$ cat config.mk
export PLATFORM = sky130hd
export DESIGN_NAME = partita_ctrl_flat
export DESIGN_NICKNAME = d
export VERILOG_FILES = /design/src/rtl/partita_ctrl_if.sv /design/src/rtl/partita_ctrl.sv /design/src/flat_wrapper.sv
export SDC_FILE = /design/constraint.sdc
export NUM_CORES = 1
export LEC_CHECK = 0
export ABC_AREA = 1
export CAP_MARGIN = 20
export CORE_MARGIN = 2
export CORE_UTILIZATION = 35
export DETAILED_ROUTE_END_ITERATION = 6
export SKIP_CTS_REPAIR_TIMING = 1
export SYNTH_ARGS = -nofsm -noshare
export SYNTH_HDL_FRONTEND = slang
export SYNTH_SLANG_ARGS = --single-unit
$ cat constraint.sdc
create_clock -name clk -period 1.75 [get_ports clk]
set_clock_uncertainty 0.05 [all_clocks]
set_input_delay 0.2625 -clock clk [delete_from_list [all_inputs] [get_ports clk]]
set_output_delay 0.2625 -clock clk [all_outputs]
set_load 0.01 [all_outputs]
$ cat src/rtl/partita_ctrl_if.sv
// rtl/partita_ctrl_if.sv - player handshakes and engine link of the match controller
interface partita_ctrl_if;
    logic [1:0] P1_MOVE;
    logic       P1_VALID;
    logic       P1_READY;
    logic [1:0] P2_MOVE;
    logic       P2_VALID;
    logic       P2_READY;
    logic [1:0] ENG_PRIMO;
    logic [1:0] ENG_SECONDO;
    logic       ENG_INIZIA;
    logic [1:0] ENG_MANCHE;
    logic [1:0] ENG_PARTITA;

    modport master (
        output P1_MOVE, P1_VALID, P2_MOVE, P2_VALID, ENG_MANCHE, ENG_PARTITA,
        input  P1_READY, P2_READY, ENG_PRIMO, ENG_SECONDO, ENG_INIZIA
    );

    modport slave (
        input  P1_MOVE, P1_VALID, P2_MOVE, P2_VALID, ENG_MANCHE, ENG_PARTITA,
        output P1_READY, P2_READY, ENG_PRIMO, ENG_SECONDO, ENG_INIZIA
    );
endinterface

$ cat src/rtl/partita_ctrl.sv
// rtl/partita_ctrl.sv - rock-paper-scissors match controller: move pairing, engine issue, timeout, scoreboard
module partita_ctrl #(
    parameter int CNT_W       = 4,
    parameter int TIMEOUT_CYC = 8
) (
    input  logic             clk,
    input  logic             rst_n,
    input  logic             START,
    partita_ctrl_if.slave    bus,
    output logic             BUSY,
    output logic [1:0]       LAST_MANCHE,
    output logic             DONE,
    output logic [1:0]       RESULT,
    output logic             TIMEOUT,
    output logic [CNT_W-1:0] WINS_P1,
    output logic [CNT_W-1:0] WINS_P2,
    output logic [CNT_W-1:0] DRAWS
);
    localparam int TO_W = $clog2(TIMEOUT_CYC + 1);

    typedef enum logic [2:0] {
        S_IDLE, S_INIT, S_COLLECT, S_ISSUE, S_WAIT, S_END
    } state_t;

    state_t          state;
    logic            full1, full2;
    logic [1:0]      slot1, slot2;
    logic [TO_W-1:0] to_cnt;
    logic            take1, take2;

    assign bus.P1_READY = (state == S_COLLECT) && !full1;
    assign bus.P2_READY = (state == S_COLLECT) && !full2;
    assign BUSY         = (state != S_IDLE);

    // A 00 move completes the handshake but never fills the slot.
    assign take1 = bus.P1_VALID && bus.P1_READY && (bus.P1_MOVE != 2'b00);
    assign take2 = bus.P2_VALID && bus.P2_READY && (bus.P2_MOVE != 2'b00);

    always_ff @(posedge clk) begin
        if (!rst_n) begin
            state           <= S_IDLE;
            full1           <= 1'b0;
            full2           <= 1'b0;
            slot1           <= 2'b00;
            slot2           <= 2'b00;
            to_cnt          <= '0;
            bus.ENG_PRIMO   <= 2'b00;
            bus.ENG_SECONDO <= 2'b00;
            bus.ENG_INIZIA  <= 1'b0;
            LAST_MANCHE     <= 2'b00;
            DONE            <= 1'b0;
            RESULT          <= 2'b00;
            TIMEOUT         <= 1'b0;
            WINS_P1         <= '0;
            WINS_P2         <= '0;
            DRAWS           <= '0;
        end else begin
            bus.ENG_INIZIA  <= 1'b0;
            bus.ENG_PRIMO   <= 2'b00;
            bus.ENG_SECONDO <= 2'b00;
            DONE            <= 1'b0;
            TIMEOUT         <= 1'b0;
            case (state)
                S_IDLE: begin
                    if (START) begin
                        state          <= S_INIT;
                        bus.ENG_INIZIA <= 1'b1;
                        RESULT         <= 2'b00;
                    end
                end
                S_INIT: state <= S_COLLECT;
                S_COLLECT: begin
                    if (take1) begin
                        full1 <= 1'b1;
                        slot1 <= bus.P1_MOVE;
                    end
                    if (take2) begin
                        full2 <= 1'b1;
                        slot2 <= bus.P2_MOVE;
                    end
                    // A completed pair wins over a timeout expiring on the same edge.
                    if ((full1 || take1) && (full2 || take2)) begin
                        state           <= S_ISSUE;
                        bus.ENG_PRIMO   <= take1 ? bus.P1_MOVE : slot1;
                        bus.ENG_SECONDO <= take2 ? bus.P2_MOVE : slot2;
                    end else if (full1 != full2) begin
                        if (to_cnt == TO_W'(TIMEOUT_CYC - 1)) begin
                            state   <= S_END;
                            DONE    <= 1'b1;
                            TIMEOUT <= 1'b1;
                            RESULT  <= full1 ? 2'b01 : 2'b10;
                        end else begin
                            to_cnt <= to_cnt + 1'b1;
                        end
                    end
                end
                S_ISSUE: state <= S_WAIT;
                S_WAIT: begin
                    LAST_MANCHE <= bus.ENG_MANCHE;
                    full1       <= 1'b0;
                    full2       <= 1'b0;
                    to_cnt      <= '0;
                    if (bus.ENG_PARTITA != 2'b00) begin
                        RESULT <= bus.ENG_PARTITA;
                        DONE   <= 1'b1;
                        state  <= S_END;
                    end else begin
                        state <= S_COLLECT;
                    end
                end
                S_END: begin
                    case (RESULT)
                        2'b01:   if (WINS_P1 != '1) WINS_P1 <= WINS_P1 + 1'b1;
                        2'b10:   if (WINS_P2 != '1) WINS_P2 <= WINS_P2 + 1'b1;
                        2'b11:   if (DRAWS != '1)   DRAWS   <= DRAWS + 1'b1;
                        default: ;
                    endcase
                    full1  <= 1'b0;
                    full2  <= 1'b0;
                    to_cnt <= '0;
                    state  <= S_IDLE;
                end
                default: state <= S_IDLE;
            endcase
        end
    end
endmodule
$ cat src/flat_wrapper.sv
// flat-port wrapper written by rule: the top's interface ports become plain ports
module partita_ctrl_flat 
#(
    parameter int CNT_W       = 4,
    parameter int TIMEOUT_CYC = 8
)
  (clk, rst_n, START, BUSY, LAST_MANCHE, DONE, RESULT, TIMEOUT, WINS_P1, WINS_P2, DRAWS, bus_P1_MOVE, bus_P1_VALID, bus_P2_MOVE, bus_P2_VALID, bus_ENG_MANCHE, bus_ENG_PARTITA, bus_P1_READY, bus_P2_READY, bus_ENG_PRIMO, bus_ENG_SECONDO, bus_ENG_INIZIA);
  partita_ctrl_if bus_i ();
  input  logic clk;
  input  logic rst_n;
  input  logic START;
  output logic BUSY;
  output logic [1:0] LAST_MANCHE;
  output logic DONE;
  output logic [1:0] RESULT;
  output logic TIMEOUT;
  output logic [CNT_W-1:0] WINS_P1;
  output logic [CNT_W-1:0] WINS_P2;
  output logic [CNT_W-1:0] DRAWS;
  input wire logic [$bits(bus_i.P1_MOVE)-1:0] bus_P1_MOVE;
  input wire logic [$bits(bus_i.P1_VALID)-1:0] bus_P1_VALID;
  input wire logic [$bits(bus_i.P2_MOVE)-1:0] bus_P2_MOVE;
  input wire logic [$bits(bus_i.P2_VALID)-1:0] bus_P2_VALID;
  input wire logic [$bits(bus_i.ENG_MANCHE)-1:0] bus_ENG_MANCHE;
  input wire logic [$bits(bus_i.ENG_PARTITA)-1:0] bus_ENG_PARTITA;
  output wire logic [$bits(bus_i.P1_READY)-1:0] bus_P1_READY;
  output wire logic [$bits(bus_i.P2_READY)-1:0] bus_P2_READY;
  output wire logic [$bits(bus_i.ENG_PRIMO)-1:0] bus_ENG_PRIMO;
  output wire logic [$bits(bus_i.ENG_SECONDO)-1:0] bus_ENG_SECONDO;
  output wire logic [$bits(bus_i.ENG_INIZIA)-1:0] bus_ENG_INIZIA;
  assign bus_i.P1_MOVE = bus_P1_MOVE;
  assign bus_i.P1_VALID = bus_P1_VALID;
  assign bus_i.P2_MOVE = bus_P2_MOVE;
  assign bus_i.P2_VALID = bus_P2_VALID;
  assign bus_i.ENG_MANCHE = bus_ENG_MANCHE;
  assign bus_i.ENG_PARTITA = bus_ENG_PARTITA;
  assign bus_P1_READY = bus_i.P1_READY;
  assign bus_P2_READY = bus_i.P2_READY;
  assign bus_ENG_PRIMO = bus_i.ENG_PRIMO;
  assign bus_ENG_SECONDO = bus_i.ENG_SECONDO;
  assign bus_ENG_INIZIA = bus_i.ENG_INIZIA;
  partita_ctrl #(.CNT_W(CNT_W), .TIMEOUT_CYC(TIMEOUT_CYC)) u_core (.clk(clk), .rst_n(rst_n), .START(START), .bus(bus_i), .BUSY(BUSY), .LAST_MANCHE(LAST_MANCHE), .DONE(DONE), .RESULT(RESULT), .TIMEOUT(TIMEOUT), .WINS_P1(WINS_P1), .WINS_P2(WINS_P2), .DRAWS(DRAWS));
endmodule
# Word level (Yosys, flattened, before mapping)
# Cells that the tools add are included.
# classes
n_addsub	4
eq_ne	23
reduce_logical	30
n_mux	29
# ops
cell	n
$add 4x1->4 const B	4
$mux 2	8
$mux 3	5
$pmux 3 s5	1
$reduce_and 3->1	5
$mux 4	3
$ne 4x4->1 const B	3
$ne 2x2->1 const B	5
$pmux 4 s2	1
$reduce_and 2->1	4
$reduce_bool 2->1	4
$logic_and 1x1->1	7
$mux 1	7
$eq 3x2->1 const B	2
$eq 3x3->1 const B	2
$ne 2x1->1 const B	3
$ne 3x3->1 const B	2
$pmux 1 s2	3
$pmux 2 s3	1
$reduce_and 6->1	1
$reduce_bool 3->1	2
$eq 2x2->1 const B	2
$eq 4x3->1 const B	1
$reduce_and 4->1	1
other kinds (7)	9
# totals
regBits	36
in_bits	13
elab_cells	102
output_inout_bits	26

# Logic depth before layout (Yosys ltp)
# depth
word_depth	8
ltp_mapped	10
ltp_nobuf	10

# Worst setup path before layout
# Ideal clock, no wire load.
# synth_timing
kind	register to register
from	register u_core.state[0]
to	register u_core.slot1[0]
required_ns	1.571
path_slack_ns	0.315
path_stages_with_launch	8
arrival_time_ns	1.256
setup_time_ns	0.129
path_buffers	0
synth_period_minus_slack_ns	1.435
path_cell_list	dfxtp_1 -> nor2_2 -> nand2_4 -> nor2_2 -> inv_1 -> nor2_2 -> mux2i_1 -> nor2_1
# synth_via
elab_chain_cells	5
# synth_rtl
element	line	source
start, declared	partita_ctrl.sv:25	state_t state;
start signal, assigned	partita_ctrl.sv:41	state <= S_IDLE;
start signal, assigned	partita_ctrl.sv:66	state <= S_INIT;
start signal, assigned	partita_ctrl.sv:71	S_INIT: state <= S_COLLECT;
$eq 3x2->1	partita_ctrl.sv:31	assign bus.P1_READY = (state == S_COLLECT) && !full1;
$logic_and 1x1->1	partita_ctrl.sv:31	
net bus_P1_READY	flat_wrapper.sv:26	output wire logic [$bits(bus_i.P1_READY)-1:0] bus_P1_READY;
$logic_and 1x1->1 (2 in series)	partita_ctrl.sv:36	assign take1 = bus.P1_VALID && bus.P1_READY && (bus.P1_MOVE != 2'b00);
$mux 2	-	
end signal, assigned	partita_ctrl.sv:75	slot1 <= bus.P1_MOVE;
end, declared	partita_ctrl.sv:27	logic [1:0] slot1, slot2;
# The timed path passes the listed nets, and every way through them passes these cells.
# A chain may end at the register's enable or synchronous reset.

# Final worst setup path
# layout_timing
from	register u_core.RESULT[0]
to	output RESULT[0]
# layout_rtl
element	line	source
start, declared	partita_ctrl.sv:13	output logic [1:0] RESULT,
start signal, assigned	partita_ctrl.sv:91	RESULT <= full1 ? 2'b01 : 2'b10;
start signal, assigned	partita_ctrl.sv:104	RESULT <= bus.ENG_PARTITA;
end, declared	flat_wrapper.sv:15	output logic [1:0] RESULT;
# No word-level cell between the ends.

==> reports/results.ini <==
[outcome]
status = complete, no violations

[timing]
fin_crit_ps = 1610
drv_slew = 0
whs_ps = 427
maxSlewHeadroom = 0.680
rsz0062_at_grt = no
worstMarginPinSlew_ps = 476
hold_viol = 0
setup_viol = 0
fin_setup_tns_ps = 0
fmax_ghz = 0.620
fin_crit_sh = 0.922

[clock_network]
htree_levels = 2
cts_buffer_depth = 2
clock_latency_ps = 290
clk_pin_slew_ps = 80
cts_tree = yes
root_buffer = clkbuf_8
cts.sinks = 36
cts_buffers = 5

[floorplan]
die-area_um2 = 5590
core-area_um2 = 4790
io-pin-count = 39
initial_utilization = 0.366
dieWidth_um = 74.7
fp-row-count = 25
die_h_um = 74.7

[route]
drt_pass1_iterations = 4
drc_errors = 0
routed-wl-met2_um = 1610
post_drt_wl_per_cell_um = 10.9
drtIter0Drc = 70
ant_nets = 0
wl_met1_um = 1900
routed_wl_um = 3740
top_layer_used = met4
vias_per_cell = 4.50
met3_length_um = 171
route.vias.total = 1538

[logic_synthesis]
syn-cell-area_um2 = 1750
yosysTopAreaCell = dfxtp_1
synth-seq-area-share = 0.411
ys_warn_count = 0
netlist_instances = 225
yosys-top-cells-count = nor2_1, dfxtp_1, inv_1
synth_nets = 242
synth-seq-cells = 36
synthFlopType = dfxtp_1
synth.avg_cell_area_um2 = 7.79
synthArstFlopShare = 0
synth_cell_type_count = 31
synth.area.top_cells = dfxtp_1, nor2_1, inv_1
yosysTopAreaCellShare = 0.411
synth_edf_count = 0
yosysMostFrequentCell = nor2_1

[placed_design]
place_congestion = 0.763
dpl_cell_area_um2 = 2250
port_buffers = 38
hpwl_um = 2810

[cells_and_area]
area_growth_pct = 35.2
num_antenna_cells = 0
drive_above_1_share = 0.171
nets = 291
design_area_um2 = 2370

[global_route]
gr-total-overflow = 0
grt_start_max_net_pins = 12
grt.total_usage = 0.144
grt_pass1_vias = 1376
antenna_found_initial = 0
grt_pass1_wl_um = 6180

[critical_path]
r2r_slack_ps = 200
critPathCaptureType = output port
crit_family = buffers and inverters
cp_slowest_stage_delay_ps = 580
path_class = flip-flop to output port
arrival_ps = 1300
cp_cell_sequence = clkdlybuf4s50_1
startpoint = u_core.RESULT[0]$_SDFFE_PN0P_
required_ps = 1440
endpoint = RESULT[0]
rr_worst_depth = 9
critPathBufInv = 1
cp_max_fo = 4
r2r-end = u_core.RESULT[1]$_SDFFE_PN0P_
worst_path_max_delay_cell = clkdlybuf4s50_1
cp-start-kind = flip-flop
r2r_start = u_core.state[2]$_SDFFE_PN0P_
worstSetupPathDepth = 1

[power]
peakVddDrop_uv = 449
seqPwrFrac = 0.375
clockPowerShare = 0.224
netSwitchingFraction = 0.379
pwr-share-comb = 0.400
power_uw = 2800
internal_power_uw = 1740
leakage_uw = 0.000989
power_density_nw_per_um2 = 1180
power_switching_uw = 1060

[flow_run]
drv_cap = 0

[hold_path]
min_path_type = flip-flop to flip-flop

[flip-flops by register name, indices dropped and copies added (netlist names)]
name,count
u_core.DRAWS,4
u_core.WINS_P1,4
u_core.WINS_P2,4
u_core.to_cnt,4
u_core.state,3
u_core.LAST_MANCHE,2
u_core.RESULT,2
u_core.bus.ENG_PRIMO,2
u_core.bus.ENG_SECONDO,2
u_core.slot1,2
u_core.slot2,2
u_core.DONE,1
u_core.TIMEOUT,1
u_core.bus.ENG_INIZIA,1
u_core.full1,1
u_core.full2,1
[layer usage]
layer | up-vias | GRT usage
li1 | 817 | -
met1 | 682 | 0.202
met2 | 33 | 0.214
met3 | 6 | 0.0415
met4 | 0 | 0.0476
met5 | - | 0
[power groups by stage]
stage	sequential (µW)	combinational [µW]	clock [µW]
final	1050	1120	627
after global routing	1070	1270	684
after CTS	1040	1130	645
after detailed placement	1050	1120	0
after global placement	1050	1120	0
after floorplan	1060	770	0
[area by class of cell]
cell class / instances / area (µm²)
fill: 469 / 2420
multi-input combinational: 149 / 882
sequential: 36 / 724
timing repair buffer: 45 / 440
inverter: 37 / 144
clock buffer: 7 / 86.3
tap: 67 / 83.8
clock inverter: 1 / 7.51
[placed cells by master, fill, tap and decap left out, drive strengths merged, types with 8 or more instances in the layout]
cell / n
nor2: 44
inv: 37
dfxtp: 36
clkdlybuf4s50: 35
nand2: 30
o21ai: 18
nand3: 18
a21oi: 9
nand4: 8
[worst min-delay path by stage]
stage,startpoint,endpoint,depth (start not counted)
detailed placement,u_core.WINS_P1[3]$_SDFFE_PN0P_,u_core.WINS_P1[3]$_SDFFE_PN0P_,2
floorplan,bus_ENG_MANCHE[0],u_core.LAST_MANCHE[0]$_SDFFE_PN0N_,2
global route,u_core.WINS_P1[3]$_SDFFE_PN0P_,u_core.WINS_P1[3]$_SDFFE_PN0P_,2
global placement,u_core.WINS_P1[3]$_SDFFE_PN0P_,u_core.WINS_P1[3]$_SDFFE_PN0P_,2
CTS,u_core.WINS_P1[3]$_SDFFE_PN0P_,u_core.WINS_P1[3]$_SDFFE_PN0P_,2
finish,u_core.WINS_P1[3]$_SDFFE_PN0P_,u_core.WINS_P1[3]$_SDFFE_PN0P_,2
[cell families after synthesis]
| logic type | after synthesis | share of synthesized area |
|---|---|---|
| xor gates and xnor gates | 4 | 0.0200 |
| buffers and inverters | 40 | 0.0907 |
| DFF | 36 | 0.411 |
| muxes | 4 | 0.0229 |
| adders and majority gates | 4 | 0.0286 |
| AOI/OAI and AO/OA | 29 | 0.100 |
| and+or+nand+nor | 108 | 0.326 |
[worst register-to-register path: cells and delay by family (launching register included)]
kind            cells  cell delay (ps)
simple gates        7              650
flops               1              360
compound gates      1              210
buf+inv             1              170
[per-stage QoR]
| stage | cells | setup slack [ps] | utilization |
|---|---|---|---|
| 6_report | 342 | 137 | 0.495 |
| 4_1_cts | 342 | -168 | 0.490 |
| 3_5_place_dp | 334 | -65.6 | 0.471 |
| 5_1_grt | 342 | 70.0 | 0.495 |
| 3_3_place_gp | 334 | -31.5 | 0.471 |
| 2_1_floorplan | 225 | 315 | - |
No activity file was read; power rests on OpenSTA's default activity.
==> RTL edit, RTL diff (same flow settings) <==
`TIMEOUT_CYC` is set to 8 in 2 places; all go to 4.
--- a/src/rtl/partita_ctrl.sv
+++ b/src/rtl/partita_ctrl.sv
@@ -3,3 +3,3 @@
     parameter int CNT_W       = 4,
-    parameter int TIMEOUT_CYC = 8
+    parameter int TIMEOUT_CYC = 4
 ) (
--- a/src/flat_wrapper.sv
+++ b/src/flat_wrapper.sv
@@ -4,3 +4,3 @@
     parameter int CNT_W       = 4,
-    parameter int TIMEOUT_CYC = 8
+    parameter int TIMEOUT_CYC = 4
 )
Function: changed (Yosys sat finds a counterexample within 10 cycles, from zero or initial values and one cycle with rst_n low).
==> RTL edit against the original RTL <==
Power is 4.5% lower. Sequential share of layout area is 0.84 points higher. Synthesized cell count is 1.3% higher. Area after synthesis is 6.2% lower. Sequential cell count is 1 lower. Critical endpoint is now bus_P1_READY. Critical path depth is 4 higher. Routed wire length is 9.4% lower. Setup slack better by 0.018 ns. Non-clock buffer count is 1 lower. Largest cell class unchanged. First-iteration DRC count is 57% higher. Final area is 5.9% lower.
==> RTL edit: results (changes against the original RTL) <==
yosys:
  yosysSeqAreaShare_pct: 42.7  # +1.5 points
  ys_top_cells_by_count: "nor2_1 (49), nand2_1 (36), dfxtp_1 (35), inv_1 (35), nand3_1 (15)"
  synth_nets: 246  # +1.7%
  ys_types: 26  # -16%
  synthTopCellsByArea: "dfxtp_1 (43%), nor2_1 (11%), nand2_1 (8.2%)"
  avgSynthCellArea_um2: 7.21  # -7.4%
place:
  dpl_cell_area_um2: 2110  # -6.2%
  port_buffers: 38  # unchanged
  dpl.hpwl_um: 2540  # -9.7%
  dp_cells: 320  # -4.2%
  gp_congestion: 0.825  # +8.1%
  pre_cts_ws_ns: -0.107  # -0.0410 ns
detailed_routing:
  vias_per_cell: 4.60  # +2.4%
  first_pass_iters: 4  # unchanged
  wl_per_cell_um: 10.3  # -5.8%
  dr_wl_met2_um: 1460  # -9.6%
  wl_met3_um: 177  # +3.5%
  wl_met1_um: 1700  # -11%
  dr.first_iter.drc_count: 110  # +57%
grt:
  grt_util_met3_pct: 4.17  # +0.017 points
  grt_max_degree: 13  # +1
  grtUsageMet2_pct: 20.4  # -1.0 points
  grt_pass1_wl_um: 5810  # -5.9%
  grtUsageTotal_pct: 14.2  # -0.25 points
  first_global_vias: 1356  # -1.5%
  use_met1_pct: 19.8  # -0.45 points
min_path:
  holdCritStartpoint: "u_core.slot1[0]"
  whs_endpoint: "u_core.bus.ENG_PRIMO[0]"
power:
  peakVddDrop_mv: 0.566  # +26%
  cellPowerDensity_nw_per_um2: 1200  # +1.4%
  clk-power_w: 0.000652  # +4.0%
  p_comb_w: 0.00103  # -8%
  p_leak_nw: 1.00  # +1.4%
  p_sw_share_pct: 35.9  # -2.0 points
cts:
  clkTransAtPathRegs_ns: 0.07
  cts_buffers: 5  # unchanged
  cts_root_buf: "clkbuf_8"
sta:
  fin_crit_ns: 1.60  # -0.0183 ns
  worst_pin_slew_ns: 0.522  # +0.0458 ns
  fin_hold_ws_ns: 0.441  # +0.0139 ns
critical_path:
  worstReg2RegEnd: "u_core.WINS_P2[3]"
  cp.arrival_ns: 1.28  # -0.02 ns
  rr_worst_depth: 8  # -1
  reg2reg_from: "u_core.state[0]"
  cp_slowest_cell: "dfxtp_1"
  r2r_setup_slack_ns: 0.22  # +0.02 ns
  worst_path_largest_cell_delay_ns: 0.36  # -0.22 ns
  crit_path_end: "bus_P1_READY"
  startpoint: "u_core.state[2]"
layout:
  layout-drive-gt1-share_pct: 11.2  # -5.9 points
  final_cells: 329  # -3.8%
  layout.nets: 294  # +1.0%
run_status:
  status: "completed"
[RTL edit: changes by cell type after synthesis, sizes merged, moves of 2 or more]
cell / before / now
a21oi: 9 / 4
xor2: 3 / 0
inv: 37 / 39
o21ai: 18 / 15
nand2: 30 / 38
nor2: 44 / 54
nand4: 8 / 5
[RTL edit: cell families (layout without fill, tap and decap cells)]
logic type,after synthesis,in the layout,share of synthesized area (%)
fa+ha+maj,5,5,3.81
mux,4,4,2.44
flops,35,35,42.7
compound gates,22,22,8.68
simple gates,120,120,32.8
buf+inv,42,91,9.60
[RTL edit: worst max-delay path: cells and delay by family, from the launching register on]
kind | cells | cell delay (ns)
DFF | 1 | 0.36
buffers and inverters | 2 | 0.31
and+or+nand+nor | 3 | 0.34
[RTL edit: cell type report]
cell class | instances | area, um^2 | share of cell area [%]
repair buffers | 44 | 433 | 19.4
multi-input cells | 151 | 785 | 35.2
clock buffers | 8 | 100 | 4.49
flip-flops and latches | 35 | 701 | 31.4
inverters | 39 | 146 | 6.57
well taps | 52 | 65.1 | 2.92
